$ cat src/rtl/bounded_counter_bank.sv
// bounded_counter_bank: bank of independent bounded up/down counters with clear, range-checked load and sticky overflow
module bounded_counter_bank #(
  parameter int NUM_CH = 4,
  parameter int WIDTH = 3,
  parameter int MAX_VAL = 3,
  parameter int WRAP = 0,
  localparam int CW = NUM_CH > 1 ? $clog2(NUM_CH) : 1
) (
  input  logic                    clk,
  input  logic                    resetn,
  input  logic [NUM_CH-1:0]       en,
  input  logic [NUM_CH-1:0]       dir,
  input  logic [NUM_CH-1:0]       clr,
  input  logic                    load_valid,
  input  logic [CW-1:0]           load_ch,
  input  logic [WIDTH-1:0]        load_val,
  output logic [NUM_CH*WIDTH-1:0] out,
  output logic [NUM_CH-1:0]       at_max,
  output logic [NUM_CH-1:0]       at_zero,
  output logic [NUM_CH-1:0]       ovf,
  input  logic [NUM_CH-1:0]       ovf_clr,
  output logic                    load_err
);
  localparam logic [WIDTH:0] MX = (WIDTH+1)'(MAX_VAL);
  localparam logic [WIDTH:0] ONE = (WIDTH+1)'(1);
  if (MAX_VAL < 1 || MAX_VAL > 2**WIDTH-1) begin : g_bad_max
    $error("MAX_VAL must lie in 1..2**WIDTH-1");
  end
  logic [NUM_CH-1:0][WIDTH-1:0] cnt, nxt;
  logic [NUM_CH-1:0] evt;
  logic [WIDTH:0] v, up, dn, lv;
  logic hit, err;
  assign out = cnt;
  // one extra bit keeps bound tests free of modulo-2^WIDTH aliasing
  always_comb begin
    nxt = cnt;
    evt = '0;
    at_max = '0;
    at_zero = '0;
    v = '0;
    up = '0;
    dn = '0;
    hit = 1'b0;
    lv = {1'b0, load_val} > MX ? MX : {1'b0, load_val};
    err = load_valid && ({1'b0, load_val} > MX || int'(load_ch) >= NUM_CH);
    for (int i = 0; i < NUM_CH; i++) begin
      v = {1'b0, cnt[i]};
      up = v == MX ? (WRAP != 0 ? '0 : MX) : v + ONE;
      dn = v == '0 ? (WRAP != 0 ? MX : '0) : v - ONE;
      hit = load_valid && load_ch == CW'(i);
      nxt[i] = clr[i] ? '0 : hit ? lv[WIDTH-1:0] : en[i] ? (dir[i] ? up[WIDTH-1:0] : dn[WIDTH-1:0]) : cnt[i];
      evt[i] = en[i] && !clr[i] && !hit && (dir[i] ? v == MX : v == '0);
      at_max[i] = v == MX;
      at_zero[i] = v == '0;
    end
  end
  always_ff @(posedge clk or negedge resetn) begin
    if (!resetn) begin
      cnt <= '0;
      ovf <= '0;
      load_err <= 1'b0;
    end else begin
      cnt <= nxt;
      ovf <= evt | (ovf & ~ovf_clr);
      load_err <= err;
    end
  end
endmodule
$ cat config.mk
export PLATFORM = sky130hd
export DESIGN_NAME = bounded_counter_bank
export DESIGN_NICKNAME = d
export VERILOG_FILES = /design/src/rtl/bounded_counter_bank.sv
export SDC_FILE = /design/constraint.sdc
export NUM_CORES = 1
export LEC_CHECK = 0
export CORE_MARGIN = 4
export CORE_UTILIZATION = 38
export CTS_BUF_LIST = sky130_fd_sc_hd__clkbuf_8
export CTS_CLUSTER_SIZE = 8
export DETAILED_ROUTE_END_ITERATION = 7
export DONT_BUFFER_PORTS = 1
export GPL_TIMING_DRIVEN = 0
export HOLD_SLACK_MARGIN = 0.15
export PLACE_DENSITY = 0.57
export SLEW_MARGIN = 40
export SYNTH_ARGS = -nofsm -noshare
export SYNTH_HDL_FRONTEND = slang
export SYNTH_SLANG_ARGS = --single-unit
$ cat constraint.sdc
create_clock -name clk -period 3 [get_ports clk]
set_input_delay 0.3 -clock clk [delete_from_list [all_inputs] [get_ports clk]]
set_output_delay 0.3 -clock clk [all_outputs]
set_load 0.02 [all_outputs]
==> out/metrics.yaml, run 1 <==
critical_path:
  cp_data_arrival_time_ns: 2.15
  rrSetupSlack_ns: 0.98
  r2r-end: "out[9]"
  cp-start-kind: "flop"
  reg2reg_depth: 6
  crit_start: "out[9]"
  crit_chain: "inv_1, ha_1, or3b_1, a221oi_2, a311oi_1, mux2_2"
  timing.critical_path.to: "out[9]"
  endpoint_kind: "flop"
  cpPeakStageDelay_ns: 0.49
  crit_fanout: 6
  timing.rr.start: "out[9]"
  required_ns: 3.13
  slowest_stage: "dfrtp_1"
  timing_worst_setup_path_type: "flop to flop"
die:
  fp.dieArea_um2: 4590
  pin_count: 49
  die_w_um: 67.7
  die_h_um: 67.7
  rows: 21
  initial_core_util_pct: 40.0
  coreArea_um2: 3390
synthesis:
  async_flop_share_pct: 100
  synth_top_flop_cell: "dfrtp_1"
  synthCells: 153
  synth_area_um2: 1360
  ys_ff_latch: 17
  syn-mean-instance-area_um2: 8.86
  synth_cell_types: 38
  synth-seq-area-share_pct: 31.4
  synth_nets: 189
  ys.warnings.count: 0
  synth-edff-count: 0
placed_design:
  port_buffers: 0
  dp_cells: 199
  place.gp.congestion: 0.873
  place_hpwl_um: 2570
  dp_slack_ns: 0.990
sta:
  fin_worst_skew_ns: 0.00311
  fmaxAchievable_ghz: 0.496
  period_needed_ns: 2.02
  layout_setup_ws_ns: 0.982
  finalCritPeriodShare_pct: 67.3
  tightestPinTransition_ns: 0.718
  setup_viol: 0
  setup_tns_ns: 0
  rsz0062_at_grt: "false"
  hold_viol_final: 0
  slew_headroom_pct: 52.0
  maxSlewViolCount: 0
detailed_routing:
  firstDrtPassIters: 6
  drt_iter0_markers: 31
  ant_nets: 0
  vias: 1217
  drc: 0
  vias_per_cell: 5.80
  wl_per_cell_um: 15.8
  routed_wl_um: 3330
cts:
  numClockSinks: 17
  htree_num_levels: 1
  clockBufferDepth: 2
  tritoncts.num_buffers: 3
  cts.root.buffer_cell: "clkbuf_8"
  cts_tree: "yes"
  path_clk_slew_ns: 0.07
  clock_latency_ns: 0.25
hold_path:
  worstHoldStart: "clr[2]"
  hp-class: "primary input to flop"
power_and_ir_drop:
  switching_power_w: 0.000254
  internal_power_w: 0.000440
  p_per_area_nw_per_um2: 456
  static-leakage-power_nw: 0.697
  power_frac_seq_pct: 44.9
  p_clk_share_pct: 23.8
  p_sw_share_pct: 36.6
  comb_power_share_pct: 31.3
  ir_drop_v: 0.000190
run_status:
  outcome: "completed"
finish:
  nets: 201
  multiInputGateArea_um2: 842
  layout-drive-gt1-share_pct: 7.93
  num-fill-cells: 333
  final_common_cell: "inv_1"
  regArea_um2: 425
  fin_cells: 210
  layout_common_cells: "19 x inv_1, 17 x dfrtp_1, 13 x nand2b_1, 12 x ha_1, 10 x o21ai_0"
  diodes: 0
  areaGrowthSynthToFinish_pct: 12.4
global_route:
  grt_pass1_wl_um: 5410
  antenna_found_initial: 0
  grt_usage_pct: 15.3
  grt_pass1_vias: 1174
  grt_max_degree: 18
  grt_overflow: 0
run:
  max-cap-violations: 0
[logic make-up (layout without fill, tap and decap cells)]
family | after synthesis | count (layout) | share of synthesized area [%]
muxes | 9 | 9 | 7.02
DFF | 17 | 17 | 31.4
adders and majority gates | 12 | 12 | 11.1
and+or+nand+nor | 52 | 52 | 22.3
buffers and inverters | 21 | 32 | 6.46
AOI/OAI and AO/OA | 42 | 42 | 21.8
[timing repair]
action,4_1_cts,5_1_grt
hold buffers,6,1
setup buffers,0,0
endpoints found under the hold margin,27,17
gates resized for setup,0,0
[synthesized netlist by cell type (4+ instances only)]
cell type	count	share of area, %
inv_1	18	5.0
dfrtp_1	17	31
nand2b_1	13	6.0
ha_1	12	11
o21ai_0	10	3.7
nor2_1	9	2.5
nor3_1	8	3.0
nor2b_1	7	3.2
a21oi_1	5	1.8
mux2i_1	5	3.7
a221oi_1	4	2.6
a22oi_1	4	2.2
nand2_1	4	1.1
o22ai_1	4	1.8
[power groups by stage]
| stage | logic (W) | clock network [W] | registers, W |
|---|---|---|---|
| 6_report | 0.000217 | 0.000165 | 0.000312 |
| 5_1_grt | 0.000244 | 0.000179 | 0.000316 |
| 4_1_cts | 0.000218 | 0.000173 | 0.000312 |
| 3_5_place_dp | 0.000202 | 0 | 0.000317 |
| 3_3_place_gp | 0.000196 | 0 | 0.000316 |
| 2_1_floorplan | 0.000173 | 0 | 0.000307 |
[stage by stage]
stage / util, % / power (W) / hold slack [ns] / cell area, um^2
global route: 44.9 / 0.000740 / 0.162 / 1520
detailed placement: 41.7 / 0.000519 / 0.00482 / 1410
global placement: 41.7 / 0.000513 / 0.00486 / 1410
finish: 44.9 / 0.000694 / 0.160 / 1520
CTS: 44.8 / 0.000703 / 0.161 / 1520
floorplan: - / 0.000480 / 0.00441 / 1360
[layer usage]
| metal | routed length (um) | GRT usage, % |
|---|---|---|
| met5 | 0 | 0 |
| met4 | 46 | 5.82 |
| met3 | 292 | 3.99 |
| met2 | 1580 | 25.5 |
| met1 | 1410 | 18.6 |
[worst max-delay path, delay by kind of cell (launching register included)]
family / cells / cell delay (ns)
AOI/OAI and AO/OA: 2 / 0.33
buffers and inverters: 1 / 0.17
DFF: 1 / 0.49
and+or+nand+nor: 1 / 0.38
adders and majority gates: 1 / 0.26
muxes: 1 / 0.27
[how the worst min path moves through the flow]
stage / end / depth (start not counted)
after floorplan: load_err / 0
after detailed placement: ovf[1] / 0
after global routing: ovf[2] / 1
final: ovf[2] / 1
after CTS: ovf[2] / 1
after global placement: ovf[1] / 0
[layout make-up]
class                      instances  area share [%]
clock inverter                     1           0.247
buffer                             3            1.31
multi-input combinational        115            55.3
tap                               46            3.78
sequential                        17            27.9
inverter                          18            4.44
timing repair buffer               7            4.27
clock buffer                       3            2.71
[flip-flops by register name (all words and copies together) (netlist names)]
| register | flops |
|---|---|
| out | 12 |
| load_err | 1 |
| ovf | 4 |
Note: power is estimated with default switching activity, not from simulation.
==> run 2: changes to the inputs <==
--- a/config.mk
+++ b/config.mk
@@ -13,7 +13,7 @@
 export DONT_BUFFER_PORTS = 1
 export GPL_TIMING_DRIVEN = 0
 export HOLD_SLACK_MARGIN = 0.15
-export PLACE_DENSITY = 0.57
+export PLACE_DENSITY = 0.59
 export SLEW_MARGIN = 40
 export SYNTH_ARGS = -nofsm -noshare
 export SYNTH_HDL_FRONTEND = slang
==> constraint.sdc (replaced) <==
create_clock -name clk -period 1.65 [get_ports clk]
set_input_delay 0.165 -clock clk [delete_from_list [all_inputs] [get_ports clk]]
set_output_delay 0.165 -clock clk [all_outputs]
set_load 0.02 [all_outputs]
==> run 2 against run 1 <==
Global-route usage is 1.9 points higher. Non-clock buffer count increased by 19. Via count increased by 3.5%. Clock power increased by 84%. Setup slack worse by 1.1 ns. Clock skew grew 0.0017 ns. The flow now finishes with violations (setup timing). Critical path depth is the same. Flip-flop and latch count unchanged. Utilization grew 9.1 points.
==> out/metrics.yaml, run 2 (synthesis gave the netlist of run 1 again) <==
run_status:
  outcome: "finished with violations"
  violations: "setup timing"
cts:
  numClockSinks: 17  # unchanged
  path_clk_slew_ns: 0.07  # about the same
  cts.root.buffer_cell: "clkbuf_8"
  clock_latency_ns: 0.25  # about the same
  htree_num_levels: 1  # unchanged
  tritoncts.num_buffers: 3  # unchanged
  clockBufferDepth: 2  # unchanged
  cts_tree: "yes"
critical_path:
  r2r-end: "out[9]"
  timing_worst_setup_path_type: "flop to flop"
  required_ns: 1.79  # -1.34 ns
  cp_data_arrival_time_ns: 1.95  # -0.20 ns
  endpoint_kind: "flop"
  cp-start-kind: "flop"
  timing.rr.start: "out[9]"
  crit_fanout: 4  # -2
  reg2reg_depth: 6  # unchanged
  rrSetupSlack_ns: -0.16  # -1.14 ns
die:
  die_h_um: 67.7  # unchanged
  die_w_um: 67.7  # unchanged
  pin_count: 49  # unchanged
  coreArea_um2: 3390  # unchanged
  rows: 21  # unchanged
  fp.dieArea_um2: 4590  # unchanged
  initial_core_util_pct: 40.0  # unchanged
sta:
  fin_worst_skew_ns: 0.00485  # +0.00174 ns
  finalCritPeriodShare_pct: 110  # +43 points
  fmaxAchievable_ghz: 0.552  # +11%
  rsz0062_at_grt: "true"
  setup_viol: 1  # +1
  layout_setup_ws_ns: -0.163  # -1.14 ns
  period_needed_ns: 1.81  # -0.205 ns
  tightestPinTransition_ns: 0.775  # +0.0569 ns
  maxSlewViolCount: 0  # unchanged
  slew_headroom_pct: 48.2  # -3.8 points
  hold_viol_final: 0  # unchanged
finish:
  final_common_cell: "dlygate4sd3_1"
  layout-drive-gt1-share_pct: 27.9  # +20 points
  areaGrowthSynthToFinish_pct: 35.1
  diodes: 0  # unchanged
  fin_cells: 229  # +9.0%
  multiInputGateArea_um2: 965  # +15%
  layout_common_cells: "19 x dlygate4sd3_1, 13 x nand2b_1, 12 x inv_1"
  largest_reg_flops: 12  # unchanged
  regArea_um2: 435  # +2.4%
  nets: 220  # +9.5%
  num-fill-cells: 308  # -7.5%
detailed_routing:
  wl_per_cell_um: 16.7  # +5.6%
  vias_per_cell: 5.50  # -5.1%
  vias: 1259  # +3.5%
  drt_iter0_markers: 63  # +100%
  firstDrtPassIters: 4  # -2
  routed_wl_um: 3830  # +15%
  drc: 0  # unchanged
  ant_nets: 0  # unchanged
placed_design:
  port_buffers: 0  # unchanged
  place.gp.congestion: 0.821  # -6.0%
  place_hpwl_um: 2610  # +1.8%
  dp_cells: 199  # unchanged
hold_path:
  hp-class: "primary input to flop"
  worstHoldStart: "clr[1]"
  whs_endpoint: "out[5]"
  hold_depth: 2  # +1
global_route:
  antenna_found_initial: 0  # unchanged
  grt_pass1_wl_um: 5960  # +10%
  grt_max_degree: 18  # unchanged
  grt_pass1_vias: 1241  # +5.7%
  grt_usage_pct: 17.1  # +1.9 points
  grt_overflow: 0  # unchanged
power_and_ir_drop:
  total_power_w: 0.00143  # +110%
  p_per_area_nw_per_um2: 783  # +72%
  static-leakage-power_nw: 0.793  # +14%
  ir_drop_v: 0.000383  # +100%
run:
  max-cap-violations: 0  # unchanged
## run 2: changes by cell type in the layout (fill, tap and decap cells not counted), sizes merged
cell	change
buf	+6
dlygate4sd3	+13
## run 2: worst max-delay path, cell delays in order (launching register included)
cell      delay [ns]
dfrtp_2         0.48
inv_2           0.11
ha_4            0.13
or3b_4          0.38
a221oi_4        0.25
a311oi_1        0.07
mux2_2          0.28
## run 2: worst max-delay path by stage
stage	startpoint	cells after the start	end
3_3_place_gp	out[9]	6	out[9]
3_5_place_dp	out[9]	6	out[9]
6_report	out[9]	6	out[9]
2_1_floorplan	out[9]	6	out[9]
5_1_grt	out[9]	6	out[9]
4_1_cts	out[9]	6	out[9]
## run 2: final cells by class
cell class	instances	share of cell area, %
multi-input combinational	115	52.7
tap	46	3.14
timing repair buffer	26	13.1
clock inverter	1	0.205
buffer	3	1.09
inverter	18	3.69
sequential	17	23.8
clock buffer	3	2.26
## run 2: repair_timing
| item | CTS | global route |
|---|---|---|
| setup buffers | 3 | 3 |
| hold buffers | 19 | 1 |
| resized for setup | 16 | 14 |
| endpoints found under the setup margin | 5 | 9 |
| pin swaps | 3 | 4 |
| endpoints found under the hold margin | 29 | 17 |
## run 2: metal layers
layer | up-vias | global-route usage, % | wire length [um]
met5 | - | 0 | 0
met4 | 0 | 5.57 | 38
met3 | 4 | 4.66 | 282
met2 | 41 | 29.0 | 1950
met1 | 603 | 20.8 | 1550
li1 | 611 | - | -
## run 2: power breakdown
part,switching [W],leakage (nW),internal (W)
Combinational,0.000265,0.551,0.000284
Clock,0.000138,0.0269,0.000165
Sequential,0.000118,0.215,0.000464
## run 2: stage by stage
step	hold WS, ns	TNS [ns]	setup WS [ns]	instance area (um^2)	util [%]
2_1_floorplan	-0.131	-0.0448	-0.0448	1390	-
3_3_place_gp	-0.130	-0.349	-0.155	1450	42.7
3_5_place_dp	-0.130	-0.586	-0.221	1450	42.7
4_1_cts	0.153	-0.180	-0.180	1750	51.6
5_1_grt	0.155	-0.200	-0.196	1830	54.0
6_report	0.164	-0.163	-0.163	1830	54.0
==> run 3: changes to the inputs <==
--- a/config.mk
+++ b/config.mk
@@ -5,6 +5,7 @@
 export SDC_FILE = /design/constraint.sdc
 export NUM_CORES = 1
 export LEC_CHECK = 0
+export ABC_CLOCK_PERIOD_IN_PS = 1800
 export CORE_MARGIN = 4
 export CORE_UTILIZATION = 38
 export CTS_BUF_LIST = sky130_fd_sc_hd__clkbuf_8
@@ -13,7 +14,7 @@
 export DONT_BUFFER_PORTS = 1
 export GPL_TIMING_DRIVEN = 0
 export HOLD_SLACK_MARGIN = 0.15
-export PLACE_DENSITY = 0.59
+export PLACE_DENSITY = 0.57
 export SLEW_MARGIN = 40
 export SYNTH_ARGS = -nofsm -noshare
 export SYNTH_HDL_FRONTEND = slang
==> constraint.sdc (replaced) <==
create_clock -name clk -period 1.8 [get_ports clk]
set_input_delay 0.18 -clock clk [delete_from_list [all_inputs] [get_ports clk]]
set_output_delay 0.18 -clock clk [all_outputs]
set_load 0.02 [all_outputs]
==> run 3 against run 2 <==
The run still ends with setup timing left. Register-to-register slack gained 0.16 ns. Utilization shrank 3.1 points. Setup slack gained 0.16 ns. Via count shrank 1.5%. Global-route usage shrank 0.36 points. Design area shrank 5.7%. Clock skew shrank 0.0024 ns. Final cell count shrank 1.7%. Flip-flop and latch count is the same. Power shrank 13%. Clock-buffer cell count is the same.
==> out/metrics.yaml, run 3 (synthesis gave the netlist of run 1 again) <==
finish:
  layout-drive-gt1-share_pct: 19.6  # -8.3 points
  nets: 216  # -1.8%
  final_common_cell: "dlygate4sd3_1"
  regArea_um2: 434  # -0.29%
  diodes: 0  # unchanged
  largest_reg_flops: 12  # unchanged
  num-fill-cells: 313  # +1.6%
  layout_common_cells: "18 x dlygate4sd3_1, 16 x inv_1, 13 x nand2b_1, 10 x o21ai_0, 10 x dfrtp_1"
  design_area_um2: 1730  # -5.7%
  multiInputGateArea_um2: 890  # -7.8%
  areaGrowthSynthToFinish_pct: 27.3
detailed_routing:
  drc: 0  # unchanged
  drt_iter0_markers: 48  # -24%
  firstDrtPassIters: 4  # unchanged
  vias: 1240  # -1.5%
  vias_per_cell: 5.51  # +0.24%
  ant_nets: 0  # unchanged
  wl_per_cell_um: 15.8  # -5.3%
  routed_wl_um: 3560  # -7.0%
cts:
  htree_num_levels: 1  # unchanged
  tritoncts.num_buffers: 3  # unchanged
  cts.root.buffer_cell: "clkbuf_8"
  cts_tree: "yes"
  clockBufferDepth: 2  # unchanged
  numClockSinks: 17  # unchanged
  path_clk_slew_ns: 0.07  # about the same
  clock_latency_ns: 0.25  # about the same
critical_path:
  crit_start: "out[10]"
  cp_data_arrival_time_ns: 1.94  # about the same
  endpoint_kind: "flop"
  rrSetupSlack_ns: -0.003  # +0.16 ns
  required_ns: 1.94  # +0.15 ns
  critPathTopFamily: "flip-flops"
  crit_fanout: 4  # unchanged
  crit_buf_inv: 1  # unchanged
  cp-start-kind: "flop"
  reg2reg_depth: 6  # unchanged
  timing.rr.start: "out[10]"
  slowest_stage: "dfrtp_2"
  r2r-end: "out[9]"
  timing.critical_path.to: "out[9]"
  timing_worst_setup_path_type: "flop to flop"
  path_depth: 6  # unchanged
  cpPeakStageDelay_ns: 0.48  # about the same
  crit_chain: "inv_2, ha_4, or3b_1, a221oi_2, a311oi_1, mux2_2"
sta:
  fin_worst_skew_ns: 0.00246  # -0.00240 ns
  setup_tns_ns: -0.00306  # +0.159 ns
  period_needed_ns: 1.80  # -0.00950 ns
  hold_viol_final: 0  # unchanged
  finalCritPeriodShare_pct: 100  # -9.7 points
  tightestPinTransition_ns: 0.744  # -0.0305 ns
  maxSlewViolCount: 0  # unchanged
  layout_setup_ws_ns: -0.00306  # +0.159 ns
  slew_headroom_pct: 50.3  # +2.0 points
  rsz0062_at_grt: "true"
  setup_viol: 1  # unchanged
  fmaxAchievable_ghz: 0.555  # +0.53%
global_route:
  grt_pass1_wl_um: 5870  # -1.6%
  grt_pass1_vias: 1254  # +1.0%
  antenna_found_initial: 0  # unchanged
  grt_overflow: 0  # unchanged
  grt_max_degree: 18  # unchanged
  grt_usage_pct: 16.8  # -0.36 points
hold_path:
  hp-class: "primary input to flop"
  worstHoldStart: "en[1]"
die:
  die_w_um: 67.7  # unchanged
  coreArea_um2: 3390  # unchanged
  pin_count: 49  # unchanged
  fp.dieArea_um2: 4590  # unchanged
  rows: 21  # unchanged
  die_h_um: 67.7  # unchanged
  initial_core_util_pct: 40.0  # unchanged
placed_design:
  place.gp.congestion: 0.867  # +5.6%
  port_buffers: 0  # unchanged
  place_hpwl_um: 2550  # -2.2%
  dp_slack_ns: -0.173  # +0.0478 ns
  placed_cell_area_um2: 1410  # -2.2%
run_status:
  outcome: "finished with violations"
  violations: "setup timing"
run:
  max-cap-violations: 0  # unchanged
power_and_ir_drop:
  p_per_area_nw_per_um2: 721  # -8.0%
  static-leakage-power_nw: 0.763  # -3.7%
  ir_drop_v: 0.000430  # +12%
[run 3: changes by cell type in the layout (fill, tap and decap cells not counted), sizes merged]
cell / change
buf: -3
clkinv: +1
dlygate4sd3: -1
inv: -1
[run 3: layer usage]
metal	GRT usage [%]	vias up	share of wire [%]
li1	-	604	-
met1	19.6	585	43
met2	28.7	49	49
met3	6.49	2	7.9
met4	3.80	0	0.76
met5	0	-	0
[run 3: area by class of cell]
type,instances,area share (%)
flip-flops and latches,17,25.2
multi-input cells,115,51.6
repair buffers,22,12.0
plain buffers,3,1.16
well taps,46,3.34
clock buffers,3,2.39
clock inverters,1,0.290
inverters,18,4.06
[run 3: metrics by stage]
stage	hold WS, ns	total power (W)	cells	util (%)
after CTS	0.154	0.00125	225	50.4
after floorplan	-0.116	0.000802	153	-
after detailed placement	-0.115	0.000867	199	41.7
final	0.140	0.00124	225	50.9
after global placement	-0.115	0.000855	199	41.7
after global routing	0.154	0.00134	225	50.9
[run 3: repair_timing]
item,4_1_cts,5_1_grt
hold buffers,19,1
endpoints found under the setup margin,5,5
setup buffers,3,0
pin swaps,3,3
hold endpoints to repair,29,17
resized for setup,12,10
[run 3: worst min-delay path by stage]
stage | slack [ns] | endpoint | depth (start not counted)
final | 0.14 | ovf[1] | 2
after global routing | 0.15 | ovf[1] | 2
after CTS | 0.15 | ovf[0] | 2
after detailed placement | -0.12 | ovf[0] | 0
after global placement | -0.12 | ovf[1] | 0
after floorplan | -0.12 | load_err | 0
[run 3: power by group]
part           internal [W]  leakage (nW)  switching [W]
Combinational      0.000213         0.521       0.000213
Clock              0.000154        0.0255       0.000135
Sequential         0.000424         0.216       0.000105
